## config.mk

```make
export PLATFORM = sky130hd
export DESIGN_NAME = vehicle_sensor_conditioner
export DESIGN_NICKNAME = d
export VERILOG_FILES = /design/src/rtl/vehicle_sensor_conditioner.sv
export SDC_FILE = /design/constraint.sdc
export NUM_CORES = 1
export LEC_CHECK = 0
export BUFFER_PORTS_ARGS = -buffer_cell sky130_fd_sc_hd__buf_2
export CAP_MARGIN = 20
export CELL_PAD_IN_SITES_DETAIL_PLACEMENT = 1
export CELL_PAD_IN_SITES_GLOBAL_PLACEMENT = 1
export CORE_ASPECT_RATIO = 2
export CORE_MARGIN = 3
export CORE_UTILIZATION = 49
export DETAILED_ROUTE_END_ITERATION = 8
export MAX_ROUTING_LAYER = met4
export PLACE_DENSITY_LB_ADDON = 0.3
export SETUP_SLACK_MARGIN = 0.1
export SYNTH_ARGS = -nofsm -noshare
export SYNTH_HDL_FRONTEND = slang
export SYNTH_SLANG_ARGS = --single-unit
```

## constraint.sdc

```tcl
create_clock -name clk -period 2.5 [get_ports clk]
set_input_delay 0.125 -clock clk [delete_from_list [all_inputs] [get_ports clk]]
set_output_delay 0.125 -clock clk [all_outputs]
set_load 0.03 [all_outputs]
```

## src/rtl/vehicle_sensor_conditioner.sv

```systemverilog
// Loop-detector conditioning for the two intersection approaches: each raw input is
// synchronized, debounced, held over between cars, counted, and watched for a stuck sensor.

module vsc_channel #(
  parameter int unsigned DEBOUNCE_CYCLES = 32'd500_000,
  parameter int unsigned HOLD_CYCLES     = 32'd100_000_000,
  parameter int unsigned STUCK_CYCLES    = 32'd3_000_000_000,
  parameter int          CNT_W           = 8
) (
  input  logic             i_clk,
  input  logic             i_rst_n,
  input  logic             i_raw,
  input  logic             i_cnt_clr,
  output logic             o_req,
  output logic [CNT_W-1:0] o_car_cnt,
  output logic             o_fault
);

  localparam int DB_W    = $clog2(64'(DEBOUNCE_CYCLES) + 64'd1);
  localparam int HOLD_W  = $clog2(64'(HOLD_CYCLES) + 64'd1);
  localparam int STUCK_W = $clog2(64'(STUCK_CYCLES) + 64'd1);

  typedef enum logic [1:0] {
    ST_ABSENT  = 2'd0,
    ST_PRESENT = 2'd1,
    ST_HOLD    = 2'd2
  } state_t;

  logic               r_s1;
  logic               r_s2;
  logic               r_d;
  logic [DB_W-1:0]    r_db_cnt;
  state_t             r_state;
  logic               r_req;
  logic [HOLD_W-1:0]  r_hold_cnt;
  logic [STUCK_W-1:0] r_stuck_cnt;
  logic [CNT_W-1:0]   r_car_cnt;
  logic               r_fault;

  logic w_arrive;
  logic w_stuck_hit;
  logic w_fault_next;

  // Sync the raw loop input, then flip the filtered level only after an unbroken disagreement run.
  always_ff @(posedge i_clk or negedge i_rst_n) begin
    if (!i_rst_n) begin
      r_s1     <= 1'b0;
      r_s2     <= 1'b0;
      r_d      <= 1'b0;
      r_db_cnt <= {DB_W{1'b0}};
    end else begin
      r_s1 <= i_raw;
      r_s2 <= r_s1;
      if (r_s2 != r_d) begin
        if (r_db_cnt == DB_W'(DEBOUNCE_CYCLES - 32'd1)) begin
          r_d      <= r_s2;
          r_db_cnt <= {DB_W{1'b0}};
        end else begin
          r_db_cnt <= r_db_cnt + DB_W'(1'b1);
        end
      end else begin
        r_db_cnt <= {DB_W{1'b0}};
      end
    end
  end

  // A new car is any rise of the filtered level seen while not already PRESENT.
  always_comb begin
    w_arrive     = 1'b0;
    w_stuck_hit  = 1'b0;
    w_fault_next = r_fault;
    if ((r_state == ST_ABSENT) || (r_state == ST_HOLD)) begin
      w_arrive = r_d;
    end else begin
      w_arrive = 1'b0;
    end
    if ((r_state == ST_PRESENT) && (r_stuck_cnt == STUCK_W'(STUCK_CYCLES - 32'd1))) begin
      w_stuck_hit = 1'b1;
    end else begin
      w_stuck_hit = 1'b0;
    end
    if (i_cnt_clr) begin
      w_fault_next = 1'b0;
    end else begin
      w_fault_next = r_fault | w_stuck_hit;
    end
  end

  // Presence FSM; the request is decoded from the next state and held high while faulted.
  always_ff @(posedge i_clk or negedge i_rst_n) begin
    if (!i_rst_n) begin
      r_state    <= ST_ABSENT;
      r_req      <= 1'b0;
      r_hold_cnt <= {HOLD_W{1'b0}};
    end else begin
      case (r_state)
        ST_ABSENT: begin
          if (r_d) begin
            r_state <= ST_PRESENT;
            r_req   <= 1'b1;
          end else begin
            r_state <= ST_ABSENT;
            r_req   <= w_fault_next;
          end
        end
        ST_PRESENT: begin
          r_req <= 1'b1;
          if (!r_d) begin
            r_state    <= ST_HOLD;
            r_hold_cnt <= {HOLD_W{1'b0}};
          end else begin
            r_state <= ST_PRESENT;
          end
        end
        ST_HOLD: begin
          if (r_d) begin
            r_state <= ST_PRESENT;
            r_req   <= 1'b1;
          end else if (r_hold_cnt == HOLD_W'(HOLD_CYCLES - 32'd1)) begin
            r_state <= ST_ABSENT;
            r_req   <= w_fault_next;
          end else begin
            r_hold_cnt <= r_hold_cnt + HOLD_W'(1'b1);
            r_req      <= 1'b1;
          end
        end
        default: begin
          r_state    <= ST_ABSENT;
          r_req      <= w_fault_next;
          r_hold_cnt <= {HOLD_W{1'b0}};
        end
      endcase
    end
  end

  // Stuck timer saturates at its threshold so a long occupancy keeps re-raising the fault.
  always_ff @(posedge i_clk or negedge i_rst_n) begin
    if (!i_rst_n) begin
      r_stuck_cnt <= {STUCK_W{1'b0}};
    end else if (r_state != ST_PRESENT) begin
      r_stuck_cnt <= {STUCK_W{1'b0}};
    end else if (!w_stuck_hit) begin
      r_stuck_cnt <= r_stuck_cnt + STUCK_W'(1'b1);
    end else begin
      r_stuck_cnt <= r_stuck_cnt;
    end
  end

  // Car counter and sticky fault; a clear beats a same-cycle increment or fault set.
  always_ff @(posedge i_clk or negedge i_rst_n) begin
    if (!i_rst_n) begin
      r_car_cnt <= {CNT_W{1'b0}};
      r_fault   <= 1'b0;
    end else begin
      r_fault <= w_fault_next;
      if (i_cnt_clr) begin
        r_car_cnt <= {CNT_W{1'b0}};
      end else if (w_arrive && (r_car_cnt != {CNT_W{1'b1}})) begin
        r_car_cnt <= r_car_cnt + CNT_W'(1'b1);
      end else begin
        r_car_cnt <= r_car_cnt;
      end
    end
  end

  assign o_req     = r_req;
  assign o_car_cnt = r_car_cnt;
  assign o_fault   = r_fault;

endmodule

module vehicle_sensor_conditioner #(
  parameter int unsigned DEBOUNCE_CYCLES = 32'd500_000,
  parameter int unsigned HOLD_CYCLES     = 32'd100_000_000,
  parameter int unsigned STUCK_CYCLES    = 32'd3_000_000_000,
  parameter int          CNT_W           = 8
) (
  input  logic             clk,
  input  logic             reset_n,
  input  logic             raw_a,
  input  logic             raw_b,
  input  logic             cnt_clr,
  output logic             Sa,
  output logic             Sb,
  output logic [CNT_W-1:0] car_cnt_a,
  output logic [CNT_W-1:0] car_cnt_b,
  output logic             fault_a,
  output logic             fault_b
);

  vsc_channel #(
    .DEBOUNCE_CYCLES (DEBOUNCE_CYCLES),
    .HOLD_CYCLES     (HOLD_CYCLES),
    .STUCK_CYCLES    (STUCK_CYCLES),
    .CNT_W           (CNT_W)
  ) u_chan_a (
    .i_clk     (clk),
    .i_rst_n   (reset_n),
    .i_raw     (raw_a),
    .i_cnt_clr (cnt_clr),
    .o_req     (Sa),
    .o_car_cnt (car_cnt_a),
    .o_fault   (fault_a)
  );

  vsc_channel #(
    .DEBOUNCE_CYCLES (DEBOUNCE_CYCLES),
    .HOLD_CYCLES     (HOLD_CYCLES),
    .STUCK_CYCLES    (STUCK_CYCLES),
    .CNT_W           (CNT_W)
  ) u_chan_b (
    .i_clk     (clk),
    .i_rst_n   (reset_n),
    .i_raw     (raw_b),
    .i_cnt_clr (cnt_clr),
    .o_req     (Sb),
    .o_car_cnt (car_cnt_b),
    .o_fault   (fault_b)
  );

endmodule

```

==> summary.md <==
| Metric | Value |
|---|---|
| Net total in the final layout | `about 1100` |
| Final period util | `between 90 and 100%` |
| Power per cell area | `approximately 540 mW/mm2` |
| Cell internal pwr | `approximately 4500 uW` |
| Ordered cell list for the critical path | `ha_1 -> nand3_1 -> or4_1 -> or3_4 -> or4_1 -> nand2_1` |
| Initial antenna violation count | `0` |
| Synthesized-area fraction occupied by adder cells | `under 10%` |
| Ratio of routed vias to standard cells | `just over 6` |
| Startpoint Class | `flip-flop` |
| Final number of max-transition violations | `0` |
| Number of placed instances with taps included | `~1300` |
| Number of hold violations in the final report | `0` |
| Post-CTS clock slew at the launch and capture registers of the worst setup and hold paths | `approximately 70 ps` |
| First-pass GRT wire length | `about 44 mm` |
| Area fraction in and, or, nand and nor cells after synthesis | `a little under a third` |
| CP Data Arrival Time | `approximately 2700 ps` |
| Overall overflow remaining after global route | `0` |
| Post-CTS setup-driven buffer insertion count | `0` |
| Endpoint type of the worst setup path | `flip-flop` |
| Kind of path behind the tightest hold check | `primary input to flip-flop` |
| Sequential share of power | `between 50 and 60%` |
| Switching power as a share of total power | `between 20% and 30%` |
| Peak clock frequency supported by timing | `0.441 GHz` |
| Gate Count Post-Synth | `slightly above 1000` |
| Maximum VDD drop | `0.504 mV` |
| Xor and xnor area share after synthesis | `under 10%` |
| DIE WIDTH | `roughly 110 um` |
| WL per Instance | `approximately 19 um` |
| Transition time at the pin with the least slew margin | `between 600 and 700 ps` |
| Area added between synthesis and finish | `12.2%` |
| Average instance area after synthesis | `9.35 um2` |
| Synthesized Nets | `1048` |
| CTS root buf | `sky130_fd_sc_hd__clkbuf_16` |
| Clock Latency Late Sink | `450 ps` |
| Critical path fanouts, max | `5` |
| Main combinational cell family by area after synthesis | `simple AND/OR/NAND/NOR gates` |
| Layout Cell Area excl Fill | `~0.011 mm2` |
| Number of buffers created by CTS | `17` |
| Proportion of layout cells with a drive suffix above 1 | `between 10% and 20%` |
| Number of clock sinks seen by CTS | `186` |
| Post-detailed-route DRC marker count | `0` |
| Synth Register Bits | `186` |
| Worst Skew | `between 10 and 15 ps` |
| Clock network power share | `between 40 and 50%` |
| Number of routed nets with antenna violations | `0` |
| Dominant cell type by area after synthesis | `sky130_fd_sc_hd__dfrtp_1` |
| Total negative setup slack | `0 ps` |
| Core Box Area | `0.0194 mm2` |
| Synth Area in Compound Gates | `9.04%` |
| Max stage delay on crit path | `520 ps` |
| Unrepaired setup endpoints after global routing | `false` |
| Result of the run | `finished, final reports clean` |
| Number of DRC violations after detailed-routing iteration 0 | `roughly 310` |
| Startpoint-to-endpoint class of the critical path | `flip-flop to flip-flop` |
| Number of detailed-routing iterations run before antenna repair | `4` |
| PortBufs | `24` |
| Total track usage | `roughly 26%` |
| Max transition margin | `between 50% and 60%` |
| Portion of total power attributed to combinational logic | `between 1.5 and 2%` |
| Global placer's final weighted congestion | `~0.93` |
| Fraction of post-synthesis cell area in the top cell type by area | `approximately half` |
| Number of antenna cells inserted | `0` |
| Clock Path Buffers | `2` |
| Tmin final | `2270 ps` |
| Predominant post-synthesis flop cell | `sky130_fd_sc_hd__dfrtp_1` |
| Async SR Flop Fraction | `100%` |
| Detailed-route wire length | `25.5 mm` |
| Dominant cells by area after synthesis | `sky130_fd_sc_hd__dfrtp_1 48%, sky130_fd_sc_hd__nor2_1 5.1%, sky130_fd_sc_hd__xor2_1 4.7%, sky130_fd_sc_hd__xnor2_1 3.8%, sky130_fd_sc_hd__nand2_1 3.6%` |
| Count of flip-flops with a built-in enable after synthesis | `0` |
| Area after DPL | `between 0.01 and 0.015 mm2` |
| Top-level port count | `25` |
| Dpl hpwl | `approximately 18 mm` |
| Starting Density | `between 40 and 50%` |
| Total of endpoints with negative setup slack in the final report | `0` |
| Synthesized area | `0.00968 mm2` |
| Via count of the first global-routing pass | `8868` |
| Pleak | `between 0.004 and 0.005 uW` |
| Die extent in y | `~200 um` |
| Count of vias placed by the detailed router | `between 8000 and 9000` |
| Synth cell types | `between 50 and 60` |
| Maximum level of the CTS H-tree | `4` |
| Portion of the post-synthesis area used by sequential elements | `between 40% and 50%` |
| Switch Pwr | `1370 uW` |
| Worst Path Required | `about 2900 ps` |
| Slowest cell on crit path | `sky130_fd_sc_hd__or4_1` |
| Number of cell rows | `72` |
| Synth warn | `0` |
| DIE AREA | `between 0.02 and 0.025 mm2` |
| TritonCTS clock tree | `yes` |
| Final Instance Count excl. Fillers | `about 1300` |
| Max-capacitance violation count | `0` |
| Proportion of synthesized area in mux cells | `less than 1%` |
| Pin count of the biggest net entering global routing | `64` |
| Layout filler cell count | `~2300` |
| Most frequent cell on the critical path | `sky130_fd_sc_hd__or4_1` |
synthesized netlist by cell type (5+ instances only):
library cell / count
sky130_fd_sc_hd__a21oi_1: 46
sky130_fd_sc_hd__and2_1: 14
sky130_fd_sc_hd__and3_1: 28
sky130_fd_sc_hd__and4_1: 18
sky130_fd_sc_hd__buf_2: 10
sky130_fd_sc_hd__clkbuf_1: 23
sky130_fd_sc_hd__dfrtp_1: 186
sky130_fd_sc_hd__ha_1: 8
sky130_fd_sc_hd__inv_1: 17
sky130_fd_sc_hd__mux2i_1: 6
sky130_fd_sc_hd__nand2_1: 92
sky130_fd_sc_hd__nand3_1: 65
sky130_fd_sc_hd__nand4_1: 52
sky130_fd_sc_hd__nor2_1: 132
sky130_fd_sc_hd__nor2b_1: 5
sky130_fd_sc_hd__nor3_1: 20
sky130_fd_sc_hd__nor4_1: 19
sky130_fd_sc_hd__nor4b_1: 11
sky130_fd_sc_hd__o211ai_1: 14
sky130_fd_sc_hd__o21ai_0: 40
sky130_fd_sc_hd__o31ai_1: 16
sky130_fd_sc_hd__or2_2: 6
sky130_fd_sc_hd__or3_1: 23
sky130_fd_sc_hd__or4_1: 36
sky130_fd_sc_hd__xnor2_1: 42
sky130_fd_sc_hd__xor2_1: 52
routing by layer:
layer	up-vias	global-route usage [%]	wire length (um)
met3	55	4.01	513
met5	-	-	0
li1	3855	-	-
met4	0	9.67	673
met1	4184	26.9	9680
met2	120	48.0	14600
registers in the layout (all words and copies together), names as in the netlist, 2 cells and up:
signal / flops
u_chan_a.o_car_cnt: 8
u_chan_a.r_db_cnt: 19
u_chan_a.r_hold_cnt: 27
u_chan_a.r_state: 2
u_chan_a.r_stuck_cnt: 32
u_chan_b.o_car_cnt: 8
u_chan_b.r_db_cnt: 19
u_chan_b.r_hold_cnt: 27
u_chan_b.r_state: 2
u_chan_b.r_stuck_cnt: 32
stage by stage:
step	total power, uW	util (%)	setup WS [ps]	hold WS, ps
2_1_floorplan	3110	-	401	-171
3_3_place_gp	3200	52.9	344	159
3_5_place_dp	3200	52.9	255	166
4_1_cts	5980	56.1	243	110
5_1_grt	6090	56.1	161	123
6_report	5900	56.1	234	115
final cells by class:
class | count | area (um2) | share of cell area, %
Multi-Input combinational cell | 794 | 4800 | 44.2
Sequential cell | 186 | 4650 | 42.9
Timing Repair Buffer | 60 | 432 | 3.97
Clock buffer | 17 | 425 | 3.92
Tap cell | 259 | 324 | 2.98
Clock inverter | 15 | 163 | 1.50
Inverter | 17 | 63.8 | 0.587
critical path: cells and delay by family, from the launching register on:
kind | cells | cell delay, ps
AND/OR/NAND/NOR | 5 | 1570
adder cells (fa/ha/maj) | 1 | 240
flip-flops | 1 | 400
path summary, 6_finish.rpt:
check / to / depth (start not counted) / startpoint / slack, ps
worst max register to register: u_chan_a.r_hold_cnt[26]$_DFFE_PN0P_ / 6 / u_chan_a.r_hold_cnt[0]$_DFFE_PN0P_ / 230
worst min register to register: u_chan_a.r_s2$_DFF_PN0_ / 0 / u_chan_a.r_s1$_DFF_PN0_ / 370
worst max-delay path: u_chan_a.r_hold_cnt[26]$_DFFE_PN0P_ / 6 / u_chan_a.r_hold_cnt[0]$_DFFE_PN0P_ / 230
min in group asynchronous: u_chan_b.r_db_cnt[11]$_DFF_PN0_ / 2 / reset_n / 250
worst min-delay path: u_chan_a.o_fault$_DFF_PN0_ / 2 / cnt_clr / 110
max in group asynchronous: u_chan_a.r_hold_cnt[10]$_DFFE_PN0P_ / 3 / reset_n / 1540
cells in the final DEF, fill, tap and decap left out, types with 3 or more instances in the layout:
cell type,instances
sky130_fd_sc_hd__clkbuf_16,17
sky130_fd_sc_hd__a31oi_1,3
sky130_fd_sc_hd__buf_2,23
sky130_fd_sc_hd__nor2_1,132
sky130_fd_sc_hd__clkinv_2,3
sky130_fd_sc_hd__dfrtp_1,186
sky130_fd_sc_hd__xnor2_1,42
sky130_fd_sc_hd__nor3_1,20
sky130_fd_sc_hd__or3_1,23
sky130_fd_sc_hd__o21ai_0,40
sky130_fd_sc_hd__and2_1,14
sky130_fd_sc_hd__o211ai_1,14
sky130_fd_sc_hd__or4_1,36
sky130_fd_sc_hd__nor4b_1,11
sky130_fd_sc_hd__nor4_1,19
sky130_fd_sc_hd__nand4_1,52
sky130_fd_sc_hd__o31ai_1,16
sky130_fd_sc_hd__ha_1,8
sky130_fd_sc_hd__nand2_1,92
sky130_fd_sc_hd__and3_1,28
sky130_fd_sc_hd__nor2b_1,5
sky130_fd_sc_hd__a21oi_1,46
sky130_fd_sc_hd__o311ai_0,3
sky130_fd_sc_hd__mux2i_1,6
sky130_fd_sc_hd__o21a_1,3
sky130_fd_sc_hd__or4b_2,3
sky130_fd_sc_hd__buf_4,31
sky130_fd_sc_hd__xor2_1,52
sky130_fd_sc_hd__nand3_1,65
sky130_fd_sc_hd__inv_6,5
sky130_fd_sc_hd__inv_1,17
sky130_fd_sc_hd__dlygate4sd3_1,3
sky130_fd_sc_hd__or2_2,6
sky130_fd_sc_hd__nand4b_1,4
sky130_fd_sc_hd__and4_1,18
timing repair:
item,4_1_cts,5_1_grt
endpoints found under the hold margin,61,0
hold buffers,3,0
resized for setup,0,0
endpoints found under the setup margin,0,0
power groups by stage:
stage	sequential [uW]	combinational [uW]	clock, uW
finish	3030	112	2760
global route	3030	131	2930
CTS	3030	119	2830
detailed placement	3090	115	0
global placement	3090	111	0
floorplan	3080	28.3	0
kinds of logic after synthesis:
family,after synthesis
and+or+nand+nor,543
DFF,186
AOI/OAI and AO/OA,143
xor gates and xnor gates,94
buffers and inverters,55
adders and majority gates,8
muxes,6
(Power assumes the default switching activity.)
